## src/rtl/ws_pe_db.sv

```systemverilog
// ws_pe_db: weight-stationary MAC processing element with double-buffered weight.
//   Latency: one cycle from a valid fmap_in/psum_in to psum_out/fmap_out.
//   Backpressure: none. The valid bit flows east and south with the data. Weight
//   preload and swap run in parallel with computation and never stall it.
//
// Ports:
//   clk, rst                    rising-edge clock; asynchronous active-high reset
//   fmap_in, fmap_valid_in      feature word from the west; valid also qualifies psum_in
//   psum_in                     partial sum from the north
//   kernel_in, kernel_load      weight preload chain input and its capture strobe
//   swap                        promote the shadow weight to the active weight
//   ovf_clr                     clear the sticky overflow flag
//   fmap_out, fmap_valid_out    registered feature word and valid, forwarded east
//   kernel_out                  shadow weight, feeding the next PE's kernel_in
//   psum_out, psum_valid_out    registered accumulate result, forwarded south
//   shadow_full                 the shadow weight has not been swapped in yet
//   ovf                         sticky accumulate-overflow flag

module ws_pe_db #(
  parameter int IN_W   = 16,
  parameter int ACC_W  = 32,
  parameter int SIGNED = 1,
  parameter int SAT    = 1
) (
  input  logic               clk,
  input  logic               rst,
  input  logic [IN_W-1:0]    fmap_in,
  input  logic               fmap_valid_in,
  input  logic [ACC_W-1:0]   psum_in,
  input  logic [IN_W-1:0]    kernel_in,
  input  logic               kernel_load,
  input  logic               swap,
  input  logic               ovf_clr,
  output logic [IN_W-1:0]    fmap_out,
  output logic               fmap_valid_out,
  output logic [IN_W-1:0]    kernel_out,
  output logic [ACC_W-1:0]   psum_out,
  output logic               psum_valid_out,
  output logic               shadow_full,
  output logic               ovf
);

  // The full-width product must fit into the accumulator.
  generate
    if (ACC_W < 2 * IN_W) begin : g_acc_w_check
      $error("ws_pe_db: ACC_W must be at least 2*IN_W");
    end
  endgenerate

  localparam int  PROD_W    = 2 * IN_W;
  localparam int  EXT_W     = ACC_W + 1 - PROD_W;
  localparam bit  IS_SIGNED = (SIGNED != 0);
  localparam bit  IS_SAT    = (SAT != 0);

  // ---------------------------------------------------------------------------
  // Weight buffer state machine
  // ---------------------------------------------------------------------------
  typedef enum logic {
    W_EMPTY = 1'b0,
    W_FULL  = 1'b1
  } wstate_e;

  wstate_e state_q;
  wstate_e state_d;

  logic    swap_en;    // swap accepted this cycle
  logic    shadow_we;  // shadow register captures kernel_in this cycle

  always_ff @(posedge clk or posedge rst) begin
    if (rst) begin
      state_q <= W_EMPTY;
    end else begin
      state_q <= state_d;
    end
  end

  always_comb begin
    state_d = state_q;
    case (state_q)
      W_EMPTY: begin
        if (kernel_load) begin
          state_d = W_FULL;
        end
      end
      W_FULL: begin
        // A swap drains the shadow unless a new weight lands in the same cycle.
        if (swap && !kernel_load) begin
          state_d = W_EMPTY;
        end
      end
      default: state_d = W_EMPTY;
    endcase
  end

  always_comb begin
    swap_en   = 1'b0;
    shadow_we = kernel_load;
    case (state_q)
      W_EMPTY: swap_en = 1'b0;   // nothing to promote; swap is ignored
      W_FULL:  swap_en = swap;
      default: swap_en = 1'b0;
    endcase
  end

  // ---------------------------------------------------------------------------
  // Datapath registers
  // ---------------------------------------------------------------------------
  logic [IN_W-1:0]  shadow_q,  shadow_d;
  logic [IN_W-1:0]  active_q,  active_d;
  logic [IN_W-1:0]  fmap_q,    fmap_d;
  logic             fvld_q,    fvld_d;
  logic [ACC_W-1:0] psum_q,    psum_d;
  logic             pvld_q,    pvld_d;
  logic             ovf_q,     ovf_d;

  // ---------------------------------------------------------------------------
  // Multiply-accumulate
  // ---------------------------------------------------------------------------
  logic [PROD_W-1:0] op_a;
  logic [PROD_W-1:0] op_b;
  logic [PROD_W-1:0] prod;
  logic [ACC_W:0]    prod_x;
  logic [ACC_W:0]    psum_x;
  logic [ACC_W:0]    sum;
  logic              ovf_raw;
  logic [ACC_W-1:0]  sat_val;
  logic [ACC_W-1:0]  mac_res;

  always_comb begin
    // Operands are pre-extended to the product width, so the low PROD_W bits
    // of an unsigned multiply are the correct two's-complement product too.
    op_a   = {{IN_W{IS_SIGNED & fmap_in[IN_W-1]}}, fmap_in};
    op_b   = {{IN_W{IS_SIGNED & active_q[IN_W-1]}}, active_q};
    prod   = op_a * op_b;

    // One guard bit above ACC_W exposes signed out-of-range results and carry-out.
    prod_x = {{EXT_W{IS_SIGNED & prod[PROD_W-1]}}, prod};
    psum_x = {IS_SIGNED & psum_in[ACC_W-1], psum_in};
    sum    = psum_x + prod_x;

    if (IS_SIGNED) begin
      ovf_raw = sum[ACC_W] ^ sum[ACC_W-1];
      // The guard bit is the sign of the true result, choosing the rail.
      sat_val = sum[ACC_W] ? {1'b1, {(ACC_W-1){1'b0}}} : {1'b0, {(ACC_W-1){1'b1}}};
    end else begin
      ovf_raw = sum[ACC_W];
      sat_val = {ACC_W{1'b1}};
    end

    mac_res = (ovf_raw && IS_SAT) ? sat_val : sum[ACC_W-1:0];
  end

  always_comb begin
    shadow_d = shadow_q;
    active_d = active_q;
    fmap_d   = fmap_q;
    psum_d   = psum_q;
    fvld_d   = fmap_valid_in;
    pvld_d   = fmap_valid_in;
    ovf_d    = ovf_q;

    // Uses the pre-update shadow, so a simultaneous load and swap promotes
    // the old weight and keeps the new one in the shadow.
    if (swap_en) begin
      active_d = shadow_q;
    end
    if (shadow_we) begin
      shadow_d = kernel_in;
    end

    if (fmap_valid_in) begin
      fmap_d = fmap_in;
      psum_d = mac_res;
    end

    // Set has priority over clear.
    if (fmap_valid_in && ovf_raw) begin
      ovf_d = 1'b1;
    end else if (ovf_clr) begin
      ovf_d = 1'b0;
    end
  end

  always_ff @(posedge clk or posedge rst) begin
    if (rst) begin
      shadow_q <= '0;
      active_q <= '0;
      fmap_q   <= '0;
      fvld_q   <= 1'b0;
      psum_q   <= '0;
      pvld_q   <= 1'b0;
      ovf_q    <= 1'b0;
    end else begin
      shadow_q <= shadow_d;
      active_q <= active_d;
      fmap_q   <= fmap_d;
      fvld_q   <= fvld_d;
      psum_q   <= psum_d;
      pvld_q   <= pvld_d;
      ovf_q    <= ovf_d;
    end
  end

  // ---------------------------------------------------------------------------
  // Outputs
  // ---------------------------------------------------------------------------
  assign fmap_out       = fmap_q;
  assign fmap_valid_out = fvld_q;
  assign kernel_out     = shadow_q;
  assign psum_out       = psum_q;
  assign psum_valid_out = pvld_q;
  assign shadow_full    = (state_q == W_FULL);
  assign ovf            = ovf_q;

endmodule

```

## config.mk

```make
export PLATFORM = sky130hd
export DESIGN_NAME = ws_pe_db
export DESIGN_NICKNAME = d
export VERILOG_FILES = /design/src/rtl/ws_pe_db.sv
export SDC_FILE = /design/constraint.sdc
export NUM_CORES = 1
export LEC_CHECK = 0
export ABC_AREA = 1
export BUFFER_PORTS_ARGS = -buffer_cell sky130_fd_sc_hd__clkbuf_2
export CAP_MARGIN = 20
export CORE_ASPECT_RATIO = 1.25
export CORE_UTILIZATION = 45
export DETAILED_ROUTE_END_ITERATION = 16
export PLACE_DENSITY_LB_ADDON = 0.25
export SETUP_SLACK_MARGIN = 0.02
export SYNTH_ARGS = -nofsm -noshare
export SYNTH_HDL_FRONTEND = slang
export SYNTH_SLANG_ARGS = --single-unit
```

## constraint.sdc

```tcl
create_clock -name clk -period 14.6 [get_ports clk]
set_clock_uncertainty 0.15 [all_clocks]
set_input_delay 2.92 -clock clk [delete_from_list [all_inputs] [get_ports clk]]
set_output_delay 2.92 -clock clk [all_outputs]
set_load 0.02 [all_outputs]
```

# Word level (Yosys, flattened, before mapping)

Cells that the tools add are included.

Output and inout bits: 68
Flip-flop bits (word level): 83
Bits of input ports: 70

Reduce and logical (&&, ||, !) cells: 4
Multipliers: 1
Mux-type cells: 8
Add/sub/neg operators: 1
Bitwise operators: 2

Operators by type and width:

| cell              | count |
|---|---|
| $mux 32           | 2 |
| $add 32x32->33    | 1 |
| $mul 16x16->32    | 1 |
| $mux 1            | 4 |
| $pmux 1 s2        | 2 |
| $logic_and 1x1->1 | 2 |
| $reduce_bool 2->1 | 1 |
| $logic_not 1->1   | 1 |
| $not 1->1         | 1 |
| $xor 1x1->1       | 1 |

# Longest topological paths before layout

Word-level depth: 5
Depth in mapped cells: 31
Gate-level depth less buffers: 29

# Least setup slack after synthesis

Ideal clock, no wire load.

Kind: input-to-reg
Start point: input port fmap_in[15]
End point: register psum_q[10], in the netlist psum_out[10]
Arrival time: 8504 ps
Required time: 14327 ps
Slack: 5823 ps
Stages on the path: 27
Cells stage by stage: clkbuf_1 -> clkbuf_1 -> nand2_1 -> inv_1 -> fa_1 -> inv_1 -> fa_1 -> inv_1 -> fa_1 -> fa_1 -> fa_1 -> inv_1 -> fa_1 -> inv_1 -> ha_1 -> nand2_1 -> inv_2 -> a21oi_1 -> nand2_1 -> a21oi_2 -> nand2_2 -> nand2_1 -> nand2_2 -> nand3_2 -> buf_6 -> buf_8 -> nand3_2

Longest elaborated chain between the ends: 4

RTL lines:

| element                                | RTL line | text |
|---|---|---|
| from (decl)                            | 27       | `input logic [IN_W-1:0] fmap_in,` |
| $mul 16x16->32 (*)                     | 134      | `prod = op_a * op_b;` |
| $add 32x32->33 (*)                     | 139      | `sum = psum_x + prod_x;` |
| $mux 32 or $xor 1x1->1 (tied branches) | 144, 142 |  |
| $mux 32 (*)                            | 150      | `mac_res = (ovf_raw && IS_SAT) ? sat_val : sum[ACC_W-1:0];` |
| to (signal assigned)                   | 198      | `psum_q <= psum_d;` |
| to (decl)                              | 112      | `logic [ACC_W-1:0] psum_q, psum_d;` |

Mark *: on every way between the ends. The rest lies on a longest branch, timed or not.
A chain may end at the register's enable or synchronous reset.

# Worst setup path in the final report

Start point: input port fmap_in[15]
End point: register psum_q[15], in the netlist psum_out[15]

Same word-level chain as after synthesis.

==> summary.md <==
| Metric | Value |
|---|---|
| Outcome | finished clean |
| Largest net degree at the start of global routing | 84 |
| Most common cell after layout, fill and taps aside | inv_1 |
| GRT overflow | 0 |
| # port buffers | 137 |
| Clock Sinks | 83 |
| # DRC | 0 |
| Fin area | 16,700 µm² |
| DR vias/cell | 4.94 |
| RSZ-0062 raised after global routing | no |
| Fin nets | 2,486 |
| Die W | 168 µm |
| WHS Path Cells | 2 |
| Antenna cell count | 0 |
| Total number of vias | 12.1k |
| Clock-pin slew on the worst setup and hold paths | 70 ps |
| Most frequent cells in the layout | inv_1 (550), nand2_1 (526), fa_1 (299) |
| Critical Path, Cell by Cell | clkbuf_2 -> nand2_1 -> inv_1 -> fa_1 -> inv_1 -> fa_1 -> inv_1 -> fa_1 -> fa_1 -> fa_1 -> inv_1 -> fa_1 -> inv_1 -> ha_1 -> nand2_1 -> inv_1 -> nand2_1 -> nor3_2 -> nand3_2 -> nand2_2 -> nand2_1 -> nand2_2 -> nand3_2 -> nand3_1 |
| Mapped Nets | 2,409 |
| Clk buf depth | 2 |
| Final hold violation count | 0 |
| R2r startpoint | active_q[1] |
| MaxCap Viol Count | 0 |
| CP max FO | 29 |
| Hpwl dp | 32.8 mm |
| Slowest stage delay, CP | 760 ps |
| Number of detailed-route iterations in the first pass | 5 |
| R2R Setup Slk | 7610 ps |
| Fin crit share | 64.1% |
| GRT Util Overall | 25.1% |
| Vias in the first global route | 13.3k |
| Slew Limit Fails | 0 |
| Flops & latches, synth | 83 |
| Worst hold start | fmap_out[4] |
| Setup_tns | 0 ps |
| R2r endpoint | psum_out[15] |
| Chip height | 209 µm |
| Critical Path Start Type | input pin |
| Routed wire per std cell | 16.5 µm |
| Yosys warnings | 0 |
| Min Tclk post-route | 9360 ps |
| Slew @ Worst Pin | 933 ps |
| Slew margin rel. | 37.7% |
| Gp weighted congestion | 0.892 |
| Initial Util | 45.8% |
| Die Area | 35,000 µm² |
| Placeable Area | 33,700 µm² |
| Clk Latency, worst-skew pair | 360 ps |
| Initial antenna violation count | 0 |
| CP endpoint kind | flop |
| Worst Reg-to-Reg Cells | 24 |
| H-tree depth | 3 |
| Row Count | 75 |
| Sequential area share after synthesis | 13.5% |
| Routed wire length | 40.3 mm |
| Root Driver | clkbuf_16 |
| Worst hold endpoint | fmap_out[4] |
| Crit path DAT | 9470 ps |
| Final ANT Viol Nets | 0 |
| Share of cells above drive strength 1 | 11.0% |
| Req. time, crit path | 14,710 ps |
| CTS tree | done |
| Syn_area_per_cell | 7.95 µm² |
| Achievable Freq | 107 MHz |
| CTS resizes | 0 |
| Setup Buffers After CTS | 0 |
| Setup Crit Path Kind | input pin to flop |
| Final setup viols | 0 |
| Worst min path class | flop to flop |
| Cells after synthesis | 1,939 |
| Layout area overhead | 8.17% |
| Starting DRT DRC Count | 654 |
| CTS buffer count | 9 |
| Post-Syn Area | 15,400 µm² |
| # hold bufs at CTS | 0 |
| Post-DP Area | 16,400 µm² |
| First-pass GRT wire length | 68.1 mm |
| Boundary Pins | 138 |
| Crit-path slowest cell | fa_1 |
| Unique masters post-synth | 37 |
[per-layer routing]
layer	global-route usage, %	up-vias	share of wire (%)
met3	2.44	68	4.4
li1	-	5659	-
met2	46.6	325	53
met5	0	-	0
met4	8.73	0	3.4
met1	29.9	6012	40
[worst max-delay path: cells and delay by family]
family                   cells  cell delay, ps
buffers and inverters        7             960
AND/OR/NAND/NOR             10            1930
adder cells (fa/ha/maj)      7            3640
[sequential cells by signal, summed over array words and instances (netlist names)]
signal / count
psum_out: 32
active_q: 16
fmap_out: 16
kernel_out: 16
ovf: 1
psum_valid_out: 1
shadow_full: 1
[synth_stat cells (all sizes together)]
master | n | area, µm²
a21o | 3 | 22.5
a21oi | 26 | 141
and2 | 2 | 12.5
and3 | 1 | 6.26
buf | 10 | 80.1
clkbuf | 76 | 285
clkinv | 1 | 3.75
dfrtp | 83 | 2080
fa | 299 | 5990
ha | 101 | 1260
inv | 557 | 2090
nand2 | 542 | 2080
nand3 | 85 | 521
nand3b | 3 | 22.5
nand4 | 12 | 75.1
nor2 | 63 | 251
nor3 | 3 | 31.3
o21a | 1 | 7.51
o21ai | 41 | 205
o21bai | 7 | 52.6
or2 | 3 | 18.8
xnor2 | 4 | 35.0
xor2 | 16 | 140
[how the worst max path moves through the flow]
stage	from	endpoint	slack (ps)	cells after the start
global placement	fmap_in[15]	psum_out[17]	5000	23
global route	fmap_in[15]	psum_out[28]	4690	23
CTS	fmap_in[15]	psum_out[18]	5220	23
finish	fmap_in[15]	psum_out[15]	5240	24
floorplan	fmap_in[15]	psum_out[10]	5820	27
detailed placement	fmap_in[15]	psum_out[14]	4850	23
[layout make-up]
type	count	area [µm²]
Fill cell	3315	17000
Tap cell	423	529
Inverter	558	2100
Timing Repair Buffer	152	811
Clock buffer	9	225
Clock inverter	7	57.6
Multi-Input combinational cell	1212	10900
Sequential cell	83	2080
[cell families (layout without fill, tap and decap cells)]
| logic type | after synthesis | count (layout) | synth area share (%) |
|---|---|---|---|
| flip-flops | 83 | 83 | 13.5 |
| AO/OA/AOI/OAI | 78 | 78 | 2.78 |
| AND/OR/NAND/NOR | 714 | 714 | 19.6 |
| adder cells (fa/ha/maj) | 400 | 400 | 47.0 |
| XOR/XNOR | 20 | 20 | 1.14 |
| buffers and inverters | 644 | 726 | 16.0 |
[through the flow]
step                setup WS, ps  hold WS [ps]  instances  utilization (%)
CTS                         5220           329       2443             49.4
detailed placement          4850           311       2427             48.6
global route                4690           340       2444             49.5
floorplan                   5820           325       1939                -
global placement            5000           309       2427             48.6
finish                      5240           325       2444             49.5
Power is left out: the tool's default activity adds up to more than one toggle a clock period on the data nets, which glitch-free logic cannot reach.
